==> src/rtl/proc_pkg.sv <==
// proc_pkg: shared widths and fetch-state encoding for the 3BC program counter
package proc_pkg;
    localparam int ADDR_W    = 10;
    localparam int OFF_W     = 6;
    localparam int LUT_IDX_W = 5;
    localparam int CNT_W     = 16;
    typedef enum logic [1:0] {IDLE, RUN, HALT} pc_state_t;
endpackage

==> src/rtl/prog_counter_if.sv <==
// prog_counter_if: control inputs and fetch outputs of the program counter
interface prog_counter_if;
    import proc_pkg::*;
    logic                 Start;
    logic [ADDR_W-1:0]    StartAddr;
    logic                 HaltReq;
    logic                 Stall;
    logic                 BranchEn;
    logic [OFF_W-1:0]     BranchOff;
    logic                 JumpEn;
    logic [LUT_IDX_W-1:0] JumpIdx;
    logic [ADDR_W-1:0]    InstAddress;
    logic                 Running;
    logic                 Done;
    logic [CNT_W-1:0]     CycleCount;
    modport master (
        output Start, StartAddr, HaltReq, Stall, BranchEn, BranchOff, JumpEn, JumpIdx,
        input  InstAddress, Running, Done, CycleCount
    );
    modport slave (
        input  Start, StartAddr, HaltReq, Stall, BranchEn, BranchOff, JumpEn, JumpIdx,
        output InstAddress, Running, Done, CycleCount
    );
endinterface

==> src/rtl/prog_counter_jump_lut.sv <==
// jump_lut: read-only jump-target table, combinational lookup
module jump_lut
    import proc_pkg::*;
#(
    parameter logic [ADDR_W-1:0] LUT_INIT [2**LUT_IDX_W] = '{default: '0}
) (
    input  logic [LUT_IDX_W-1:0] idx,
    output logic [ADDR_W-1:0]    target
);
    assign target = LUT_INIT[idx];
endmodule

==> src/rtl/prog_counter.sv <==
// prog_counter: fetch-stage PC with start/halt handshake and run-cycle counter
module prog_counter
    import proc_pkg::*;
#(
    parameter logic [ADDR_W-1:0] LUT_INIT [2**LUT_IDX_W] = '{default: '0}
) (
    input  logic          Clk,
    input  logic          Reset_n,
    prog_counter_if.slave bus
);
    pc_state_t         state, state_nxt;
    logic [ADDR_W-1:0] pc, pc_nxt, jump_target, branch_target;
    logic [CNT_W-1:0]  cnt, cnt_nxt;

    jump_lut #(.LUT_INIT(LUT_INIT)) u_lut (
        .idx    (bus.JumpIdx),
        .target (jump_target)
    );

    assign branch_target   = pc + ADDR_W'(signed'(bus.BranchOff));
    assign bus.InstAddress = pc;
    assign bus.Running     = state == RUN;
    assign bus.Done        = state == HALT;
    assign bus.CycleCount  = cnt;

    // state, PC and counter registers; reset wins over everything
    always_ff @(posedge Clk) begin
        if (!Reset_n) begin
            state <= IDLE;
            pc    <= '0;
            cnt   <= '0;
        end else begin
            state <= state_nxt;
            pc    <= pc_nxt;
            cnt   <= cnt_nxt;
        end
    end

    // Start restarts from any state; in RUN: halt > stall > jump > branch > increment
    always_comb begin
        state_nxt = state;
        pc_nxt    = pc;
        cnt_nxt   = cnt;
        if (bus.Start) begin
            state_nxt = RUN;
            pc_nxt    = bus.StartAddr;
            cnt_nxt   = '0;
        end else if (state == RUN) begin
            cnt_nxt = (cnt == '1) ? cnt : cnt + CNT_W'(1);
            if (bus.HaltReq) state_nxt = HALT;
            else if (!bus.Stall) pc_nxt = bus.JumpEn ? jump_target :
                                          bus.BranchEn ? branch_target : pc + ADDR_W'(1);
        end
    end
endmodule
==> src/flat_wrapper.sv <==
// flat-port wrapper written by rule: the top's interface ports become plain ports
module prog_counter_flat import proc_pkg::*;
#(
    parameter logic [ADDR_W-1:0] LUT_INIT [2**LUT_IDX_W] = '{default: '0}
)
  (Clk, Reset_n, bus_Start, bus_StartAddr, bus_HaltReq, bus_Stall, bus_BranchEn, bus_BranchOff, bus_JumpEn, bus_JumpIdx, bus_InstAddress, bus_Running, bus_Done, bus_CycleCount);
  prog_counter_if bus_i ();
  input  logic Clk;
  input  logic Reset_n;
  input wire logic [$bits(bus_i.Start)-1:0] bus_Start;
  input wire logic [$bits(bus_i.StartAddr)-1:0] bus_StartAddr;
  input wire logic [$bits(bus_i.HaltReq)-1:0] bus_HaltReq;
  input wire logic [$bits(bus_i.Stall)-1:0] bus_Stall;
  input wire logic [$bits(bus_i.BranchEn)-1:0] bus_BranchEn;
  input wire logic [$bits(bus_i.BranchOff)-1:0] bus_BranchOff;
  input wire logic [$bits(bus_i.JumpEn)-1:0] bus_JumpEn;
  input wire logic [$bits(bus_i.JumpIdx)-1:0] bus_JumpIdx;
  output wire logic [$bits(bus_i.InstAddress)-1:0] bus_InstAddress;
  output wire logic [$bits(bus_i.Running)-1:0] bus_Running;
  output wire logic [$bits(bus_i.Done)-1:0] bus_Done;
  output wire logic [$bits(bus_i.CycleCount)-1:0] bus_CycleCount;
  assign bus_i.Start = bus_Start;
  assign bus_i.StartAddr = bus_StartAddr;
  assign bus_i.HaltReq = bus_HaltReq;
  assign bus_i.Stall = bus_Stall;
  assign bus_i.BranchEn = bus_BranchEn;
  assign bus_i.BranchOff = bus_BranchOff;
  assign bus_i.JumpEn = bus_JumpEn;
  assign bus_i.JumpIdx = bus_JumpIdx;
  assign bus_InstAddress = bus_i.InstAddress;
  assign bus_Running = bus_i.Running;
  assign bus_Done = bus_i.Done;
  assign bus_CycleCount = bus_i.CycleCount;
  prog_counter #(.LUT_INIT(LUT_INIT)) u_core (.Clk(Clk), .Reset_n(Reset_n), .bus(bus_i));
endmodule
==> config.mk <==
export PLATFORM = sky130hd
export DESIGN_NAME = prog_counter_flat
export DESIGN_NICKNAME = d
export VERILOG_FILES = /design/src/rtl/proc_pkg.sv /design/src/rtl/prog_counter_if.sv /design/src/rtl/prog_counter_jump_lut.sv /design/src/rtl/prog_counter.sv /design/src/flat_wrapper.sv
export SDC_FILE = /design/constraint.sdc
export NUM_CORES = 1
export LEC_CHECK = 0
export CAP_MARGIN = 5
export CORE_UTILIZATION = 47
export DETAILED_ROUTE_END_ITERATION = 16
export HOLD_SLACK_MARGIN = 0.1
export PLACE_DENSITY = 0.88
export SETUP_SLACK_MARGIN = 0.3
export SLEW_MARGIN = 20
export SYNTH_ARGS = -nofsm -noshare
export SYNTH_HDL_FRONTEND = slang
export SYNTH_SLANG_ARGS = --single-unit
==> constraint.sdc <==
create_clock -name Clk -period 2.4 [get_ports Clk]
set_input_delay 0.24 -clock Clk [delete_from_list [all_inputs] [get_ports Clk]]
set_output_delay 0.24 -clock Clk [all_outputs]
set_load 0.05 [all_outputs]
==> results of run 1 <==
where the power goes:
| part | total (W) | leakage [nW] | internal, W | switching [W] |
|---|---|---|---|---|
| logic | 0.000255 | 0.713 | 0.000123 | 0.000132 |
| registers | 0.000492 | 0.229 | 0.000477 | 0.0000155 |
| clock network | 0.000298 | 0.0288 | 0.000147 | 0.000150 |
metal layers:
| layer | global-route usage | vias to the layer above |
|---|---|---|
| met1 | 0.300 | 853 |
| met2 | 0.378 | 64 |
| li1 | - | 900 |
| met4 | 0.0909 | 0 |
| met3 | 0.0375 | 7 |
| met5 | 0 | - |
flip-flops by register name (all words and copies together) (netlist names):
name / cells
u_core.bus.CycleCount: 16
u_core.bus.InstAddress: 10
u_core.state: 2
what timing repair did:
item,in CTS,in global routing
endpoints found under the hold margin,0,0
pin swaps,0,5
setup endpoints to repair,5,5
gates resized for setup,2,13
setup buffers,0,2
cells by family (layout without fill, tap and decap cells):
| kind of cell | after synthesis | after routing | synth area share |
|---|---|---|---|
| fa+ha+maj | 9 | 9 | 0.0668 |
| buf+inv | 20 | 78 | 0.0529 |
| xor+xnor | 17 | 17 | 0.0828 |
| compound gates | 48 | 48 | 0.193 |
| mux | 3 | 3 | 0.0167 |
| simple gates | 91 | 91 | 0.277 |
| flops | 28 | 28 | 0.312 |
final timing paths:
kind | startpoint | end | slack, ns | cells past startpoint
max | bus_BranchOff[3] | u_core.bus.InstAddress[9] | 0.34 | 8
min | bus_BranchOff[0] | u_core.bus.InstAddress[0] | 0.48 | 5
max reg2reg | u_core.bus.InstAddress[0] | u_core.bus.InstAddress[6] | 0.48 | 9
min reg2reg | u_core.bus.CycleCount[10] | u_core.bus.CycleCount[10] | 0.52 | 2
worst reg2reg max path, stage by stage (launching register included):
cell,delay (ns)
dfxtp_4,0.37
ha_4,0.16
inv_2,0.06
fa_2,0.22
nor2b_2,0.06
o31a_1,0.30
buf_6,0.13
o211a_1,0.21
o21a_1,0.18
o31ai_1,0.17
placed cells by master (no fill, tap or decap), types with 3 or more instances in the layout:
cell type,netlist,routed
clkdlybuf4s50_1,0,47
dfxtp_1,28,25
nor2_1,20,20
buf_4,1,14
nand2_1,14,13
xnor2_1,12,12
a21oi_1,14,12
nand3_1,10,10
nor2b_1,9,8
inv_1,8,7
and2_1,7,7
and3_1,6,6
ha_1,8,6
a22o_1,5,5
a222oi_1,5,5
xor2_1,5,5
nor3_1,4,4
o21ai_0,4,4
clkbuf_8,0,4
o31ai_1,3,3
mux2i_1,3,3
and4b_1,3,3
final cells by class:
class	count	area [sq um]	area share
Multi-Input combinational cell	168	1200	0.472
Timing Repair Buffer	65	617	0.243
Sequential cell	28	567	0.224
Tap cell	48	60.1	0.0237
Clock buffer	4	55.1	0.0217
Inverter	9	38.8	0.0153
per-stage QoR:
stage | util | hold WS (ns) | cell area [sq um] | setup slack, ns | total power, W
floorplan | - | 0.385 | 1810 | 0.338 | 0.000647
global placement | 0.658 | 0.496 | 2410 | -0.0167 | 0.000736
detailed placement | 0.658 | 0.506 | 2410 | -0.0544 | 0.000742
global route | 0.692 | 0.505 | 2530 | 0.263 | 0.00109
finish | 0.692 | 0.482 | 2530 | 0.338 | 0.00104
CTS | 0.672 | 0.527 | 2460 | 0.259 | 0.00104
==> results.toml, run 1 <==
[status]
status = "complete, no violations"

[floorplanning]
fp-row-count = 22
dieArea_sq_um = 4080
core_sq_um = 3660
ios = 56
initial_utilization = 0.491
fp.dieW_um = 63.9
die_h_um = 63.9

[timing]
finalMaxSlewViolations = 0
final-setup-viol-count = 0
fmax_mhz = 485
fin_tns_setup_ns = 0
rsz0062_at_grt = "no"
worst_pin_slew_ns = 0.656
fin_crit_sh = 0.859
max_slew_margin = 0.563
post-route-min-period_ns = 2.06
finalHoldViolations = 0
skew_ns = 0.00571

[logic_synthesis]
synth_edf_count = 0
synth_commonest_cells = "dfxtp_1, nor2_1, a21oi_1, nand2_1, xnor2_1"
synth_top_cell_by_area = "dfxtp_1"
mappedNetlistNets = 253
synth-seq-cells = 28
ys_types = 49
synthesis.area_sq_um = 1800
synth.area.top_cells = "dfxtp_1, xnor2_1, ha_1"
synth_top_area_share = 0.312
yosysMostFrequentCell = "dfxtp_1"
yosys_warnings = 0
synth-async-reset-ratio = 0
ys.flop_type = "dfxtp_1"
avgSynthCellArea_sq_um = 8.33
ys_seq_area_frac = 0.312
netlist_instances = 216

[critical_path]
required_ns = 2.63
start_kind = "input port"
cpMaxStageDelayCell = "a2111o_1"
crit_fanout = 5
critPathBufInv = 1
crit_chain = "clkdlybuf4s50_1 -> and2_1 -> ha_1 -> a21oi_2 -> o22ai_1 -> a221o_1 -> a2111o_1 -> nand3_1"
crit_path_max_incr_delay_ns = 0.41
worstPathArrival_ns = 2.29
end_kind = "flip-flop"
crit_type = "in2reg"
path_delay_family = "compound AO/OA/AOI/OAI gates"

[layout]
diodes = 0
syn2layout_area_growth_pct = 40.9
n_fill_cell = 296
stdcell_count = 322
nets = 312
drive_gt1_frac = 0.135

[global_route]
grtUsageTotal = 0.230
grt_start_max_net_pins = 19
antenna_found_initial = 0
grt_first_pass_wirelength_mm = 7.51
grt-ovfl-total = 0
grt_pass1_vias = 1709

[detailed_routing]
postRouteAntennaNets = 0
first_pass_iters = 5
drtIter0Drc = 101
vias_per_cell = 5.66
drcViolationCount = 0
met2WireLength_mm = 2.19
wl_met3_um = 270
top_layer = "met4"
routedWlPerCell_um = 14.5
via_count = 1824
wirelength_mm = 4.67
wl_met1_mm = 2.13

[pwr]
leakagePower_nw = 0.971
powerDensity_nw_per_um2 = 412
ir_drop_mv = 0.247

[cts]
cts_hold_buf = 0
clock_sinks = 28
cts_tree = "yes"
clk_path_buf_depth = 2
cts_root_buffer = "clkbuf_8"
insertion_delay_ns = 0.28
numCtsBuffers = 3
h-tree-depth = 1
cts.clk_slew.worst_paths_ns = 0.10

[place]
dp.cells = 316
gp_congestion = 0.849
hpwl_mm = 3.28
port-buffer-count = 50

[job]
max_cap_viol_count = 0

[worst_hold_path]
hold_class = "in2reg"
Note: power is estimated with default switching activity, not from simulation.
==> inputs of run 2 (changes only) <==
CORE_MARGIN = 1.5   (was default)
==> run 2 against run 1 <==
Against the previous run: flip-flop and latch count did not move; setup slack better by 0.0082 ns; register-to-register slack got worse by 0.04 ns; largest power group unchanged; highest routed layer unchanged.
==> results.toml, run 2 (same netlist as run 1, synthesis figures left out) <==
[detailed_routing]
drtIter0Drc = 127
vias_per_cell = 5.71
routedWlPerCell_um = 15.1
via_count = 1816
postRouteAntennaNets = 0
drcViolationCount = 0
wirelength_mm = 4.80
first_pass_iters = 4

[floorplanning]
dieArea_sq_um = 4210
fp.dieW_um = 64.9
core_sq_um = 3660
initial_utilization = 0.491
die_h_um = 64.9
ios = 56
fp-row-count = 22

[critical_path]
cpMaxStageDelayCell = "clkdlybuf4s50_1"
end_kind = "flip-flop"
crit_type = "in2reg"
crit_fanout = 4
worstPathArrival_ns = 2.26
critPathBufInv = 2
crit_chain = "clkdlybuf4s50_1 -> and2_1 -> ha_4 -> nor2b_2 -> o31a_1 -> buf_6 -> o211a_1 -> o21a_1 -> o31ai_1"
start_kind = "input port"
required_ns = 2.61
path_delay_family = "compound AO/OA/AOI/OAI gates"
crit_path_max_incr_delay_ns = 0.46

[place]
hpwl_mm = 3.41
port-buffer-count = 50
gp_congestion = 0.876
dpl_cell_area_sq_um = 2380

[timing]
rsz0062_at_grt = "yes"
fin_tns_setup_ns = 0
worst_pin_slew_ns = 0.637
post-route-min-period_ns = 2.05
final-setup-viol-count = 0
skew_ns = 0.00286
finalHoldWorstSlack_ns = 0.490
finalHoldViolations = 0
fin_crit_sh = 0.856
finalMaxSlewViolations = 0
fmax_mhz = 487
max_slew_margin = 0.575

[status]
status = "complete, no violations"

[worst_hold_path]
hold_class = "in2reg"

[cts]
clk_path_buf_depth = 2
cts_tree = "yes"
numCtsBuffers = 3
cts_root_buffer = "clkbuf_8"
h-tree-depth = 1
insertion_delay_ns = 0.28
cts_hold_buf = 0
clock_sinks = 28
cts.clk_slew.worst_paths_ns = 0.10

[global_route]
grt-ovfl-total = 0
grt_first_pass_wirelength_mm = 7.40
grt_start_max_net_pins = 19
grtUsageTotal = 0.224
antenna_found_initial = 0
grt_pass1_vias = 1664

[pwr]
pwr-share-clk = 0.291
p_int_w = 0.000742
ir_drop_mv = 0.229
combPwrFrac = 0.239
swShare = 0.291
power.total_w = 0.00105
powerDensity_nw_per_um2 = 416
p_sw_w = 0.000305
seqPwrFrac = 0.470
leakagePower_nw = 0.953

[layout]
diodes = 0
largest_reg_flops = 16
design_area_sq_um = 2520
n_fill_cell = 302
seq_area_sq_um = 567
final_common_cell = "clkdlybuf4s50_1"
syn2layout_area_growth_pct = 39.8
multi_input_area_sq_um = 1210
drive_gt1_frac = 0.130
nets = 308
layout_common_cells = "clkdlybuf4s50_1, dfxtp_1, nor2_1, nand2_1"

[job]
max_cap_viol_count = 0
-- run 2: cell count changes in the layout (fill, tap and decap cells not counted), sizes merged --
| cell | previous run | this run |
|---|---|---|
| buf | 15 | 11 |
-- run 2: through the flow --
stage,std cells,utilization,worst slack [ns]
floorplan,216,-,0.338
global placement,313,0.651,-0.0579
detailed placement,313,0.651,-0.137
CTS,317,0.666,0.260
global route,318,0.687,0.298
finish,318,0.687,0.346
-- run 2: layout make-up --
| class | count | share of cell area |
|---|---|---|
| well taps | 48 | 0.0239 |
| multi-input cells | 168 | 0.480 |
| flip-flops and latches | 28 | 0.225 |
| repair buffers | 61 | 0.233 |
| clock buffers | 4 | 0.0219 |
| inverters | 9 | 0.0154 |
-- run 2: metal layers --
metal	share of wire	GRT usage	vias up
met3	0.070	0.0417	7
li1	-	-	889
met4	0.015	0.0851	0
met2	0.48	0.381	63
met1	0.43	0.280	857
met5	0	0	-
-- run 2: worst paths after layout --
check / from / endpoint / slack [ns] / cells after the start
worst min register to register: u_core.state[1] / u_core.state[1] / 0.55 / 2
worst max-delay path: bus_BranchOff[2] / u_core.bus.InstAddress[6] / 0.35 / 9
worst max register to register: u_core.bus.InstAddress[0] / u_core.bus.InstAddress[6] / 0.44 / 9
worst min-delay path: bus_BranchOff[0] / u_core.bus.InstAddress[0] / 0.49 / 5
-- run 2: worst min-delay path, stage by stage --
cell	delay, ns
dlymetal6s2s_1	0.09
nand2b_4	0.13
ha_4	0.12
a222oi_1	0.06
nor2b_1	0.10
-- run 2: timing repair --
item                                    CTS  global route
hold endpoints to repair                  0             0
setup buffers                             0             1
endpoints found under the setup margin    6             5
resized for setup                         3            14
pin swaps                                 0             9
-- run 2: power groups by stage --
stage               Combinational, W  Sequential (W)  Clock [W]
floorplan                   0.000114        0.000533          0
global placement            0.000231        0.000501          0
detailed placement          0.000238        0.000502          0
CTS                         0.000239        0.000491   0.000308
global route                0.000269        0.000495   0.000329
finish                      0.000251        0.000492   0.000305
==> inputs of run 3 (changes only) <==
--- a/constraint.sdc
+++ b/constraint.sdc
@@ -3,2 +3,2 @@
 set_output_delay 0.24 -clock Clk [all_outputs]
-set_load 0.05 [all_outputs]
+set_load 0.02 [all_outputs]
==> run 3 against run 2 <==
Against the previous run: register-to-register slack lost 0.04 ns; sequential share of layout area shrank 0.065 points; die area unchanged; critical path type unchanged; largest cell class unchanged; largest power group unchanged.
==> results.toml, run 3 (same netlist as run 1, synthesis figures left out) <==
[critical_path]
required_ns = 2.60
start_kind = "input port"
crit_chain = "clkdlybuf4s50_1 -> and2_4 -> ha_4 -> nor2b_2 -> o31a_1 -> buf_4 -> o211a_1 -> o21a_1 -> o31ai_1"
worstPathArrival_ns = 2.23
crit_path_max_incr_delay_ns = 0.46
cpMaxStageDelayCell = "clkdlybuf4s50_1"
end_kind = "flip-flop"
crit_fanout = 4
crit_type = "in2reg"

[layout]
seq_area_sq_um = 562
largest_reg_flops = 16
syn2layout_area_growth_pct = 39.0
design_area_sq_um = 2500
multi_input_area_sq_um = 1190
layout_common_cells = "clkdlybuf4s50_1, dfxtp_1, nor2_1, nand2_1, a21oi_1"
final_util = 0.683
nets = 307
n_fill_cell = 309
final_common_cell = "clkdlybuf4s50_1"
drive_gt1_frac = 0.108
diodes = 0

[place]
dpl_cell_area_sq_um = 2370
post-place-ws_ns = -0.102
gp_congestion = 0.837
hpwl_mm = 3.30
port-buffer-count = 50

[timing]
finalMaxSlewViolations = 0
finalHoldWorstSlack_ns = 0.481
finalHoldViolations = 0
skew_ns = 0.00118
fin_crit_sh = 0.847
rsz0062_at_grt = "no"
max_slew_margin = 0.559
worst_pin_slew_ns = 0.661
setup_ws_ns = 0.368
post-route-min-period_ns = 2.03
final-setup-viol-count = 0
fmax_mhz = 492

[detailed_routing]
via_count = 1762
postRouteAntennaNets = 0
vias_per_cell = 5.56
drtIter0Drc = 65
wirelength_mm = 4.34
first_pass_iters = 4
drcViolationCount = 0
routedWlPerCell_um = 13.7

[floorplanning]
fp-row-count = 22
die_h_um = 64.9
ios = 56
core_sq_um = 3660
fp.dieW_um = 64.9
dieArea_sq_um = 4210
initial_utilization = 0.491

[global_route]
grtUsageTotal = 0.213
grt_first_pass_wirelength_mm = 7.29
grt_start_max_net_pins = 18
grt-ovfl-total = 0
antenna_found_initial = 0
grt_pass1_vias = 1671

[status]
status = "complete, no violations"

[pwr]
power.total_w = 0.00108
leakagePower_nw = 0.950
powerDensity_nw_per_um2 = 433
ir_drop_mv = 0.251

[job]
max_cap_viol_count = 0

[cts]
insertion_delay_ns = 0.28
numCtsBuffers = 3
cts.clk_slew.worst_paths_ns = 0.09
cts_tree = "yes"
clock_sinks = 28
cts_hold_buf = 0
clk_path_buf_depth = 2
cts_root_buffer = "clkbuf_8"
h-tree-depth = 1

[worst_hold_path]
hold_class = "in2reg"
[run 3: changes by cell type in the layout (fill, tap and decap cells not counted), sizes merged]
| cell | before | now |
|---|---|---|
| bufinv | 0 | 1 |
| clkdlybuf4s50 | 47 | 48 |
| dlygate4sd2 | 2 | 1 |
| clkbuf | 4 | 3 |
| buf | 11 | 10 |
[run 3: final cells by class]
class	count	share of cell area
Clock inverter	1	0.0120
Sequential cell	28	0.225
Timing Repair Buffer	60	0.231
Multi-Input combinational cell	168	0.477
Clock buffer	3	0.0165
Inverter	9	0.0155
Tap cell	48	0.0240
[run 3: critical path, delay by kind of cell]
| family | cells | cell delay [ns] |
|---|---|---|
| buffers and inverters | 2 | 0.60 |
| AO/OA/AOI/OAI | 4 | 0.88 |
| AND/OR/NAND/NOR | 2 | 0.31 |
| adder cells (fa/ha/maj) | 1 | 0.20 |
[run 3: metrics by stage]
step | setup TNS (ns) | std cells
detailed placement | -0.268 | 312
CTS | 0 | 316
floorplan | 0 | 216
global placement | -0.0762 | 312
finish | 0 | 317
global route | 0 | 317
[run 3: layer usage]
metal,track usage,wire length [um],vias up
li1,-,-,893
met4,0.0585,51,0
met2,0.378,2140,42
met5,0,0,-
met3,0.0208,174,6
met1,0.275,1980,821
[run 3: what timing repair did]
action,in CTS,in global routing
pin swaps,0,5
buffers inserted,0,1
endpoints found under the setup margin,4,5
gates resized for setup,3,10
[run 3: worst paths after layout]
| path | start | depth (start not counted) | slack, ns | to |
|---|---|---|---|---|
| min | bus_BranchOff[0] | 5 | 0.48 | u_core.bus.InstAddress[0] |
| max reg2reg | u_core.bus.InstAddress[0] | 8 | 0.40 | u_core.bus.InstAddress[8] |
| max | bus_BranchOff[2] | 9 | 0.37 | u_core.bus.InstAddress[6] |
| min reg2reg | u_core.bus.CycleCount[10] | 2 | 0.53 | u_core.bus.CycleCount[10] |
[run 3: power by group]
part,leakage (nW),internal (W),switching (W)
logic,0.686,0.000118,0.000100
registers,0.228,0.000477,0.0000155
clock network,0.0357,0.000224,0.000150
total,0.950,0.000818,0.000266
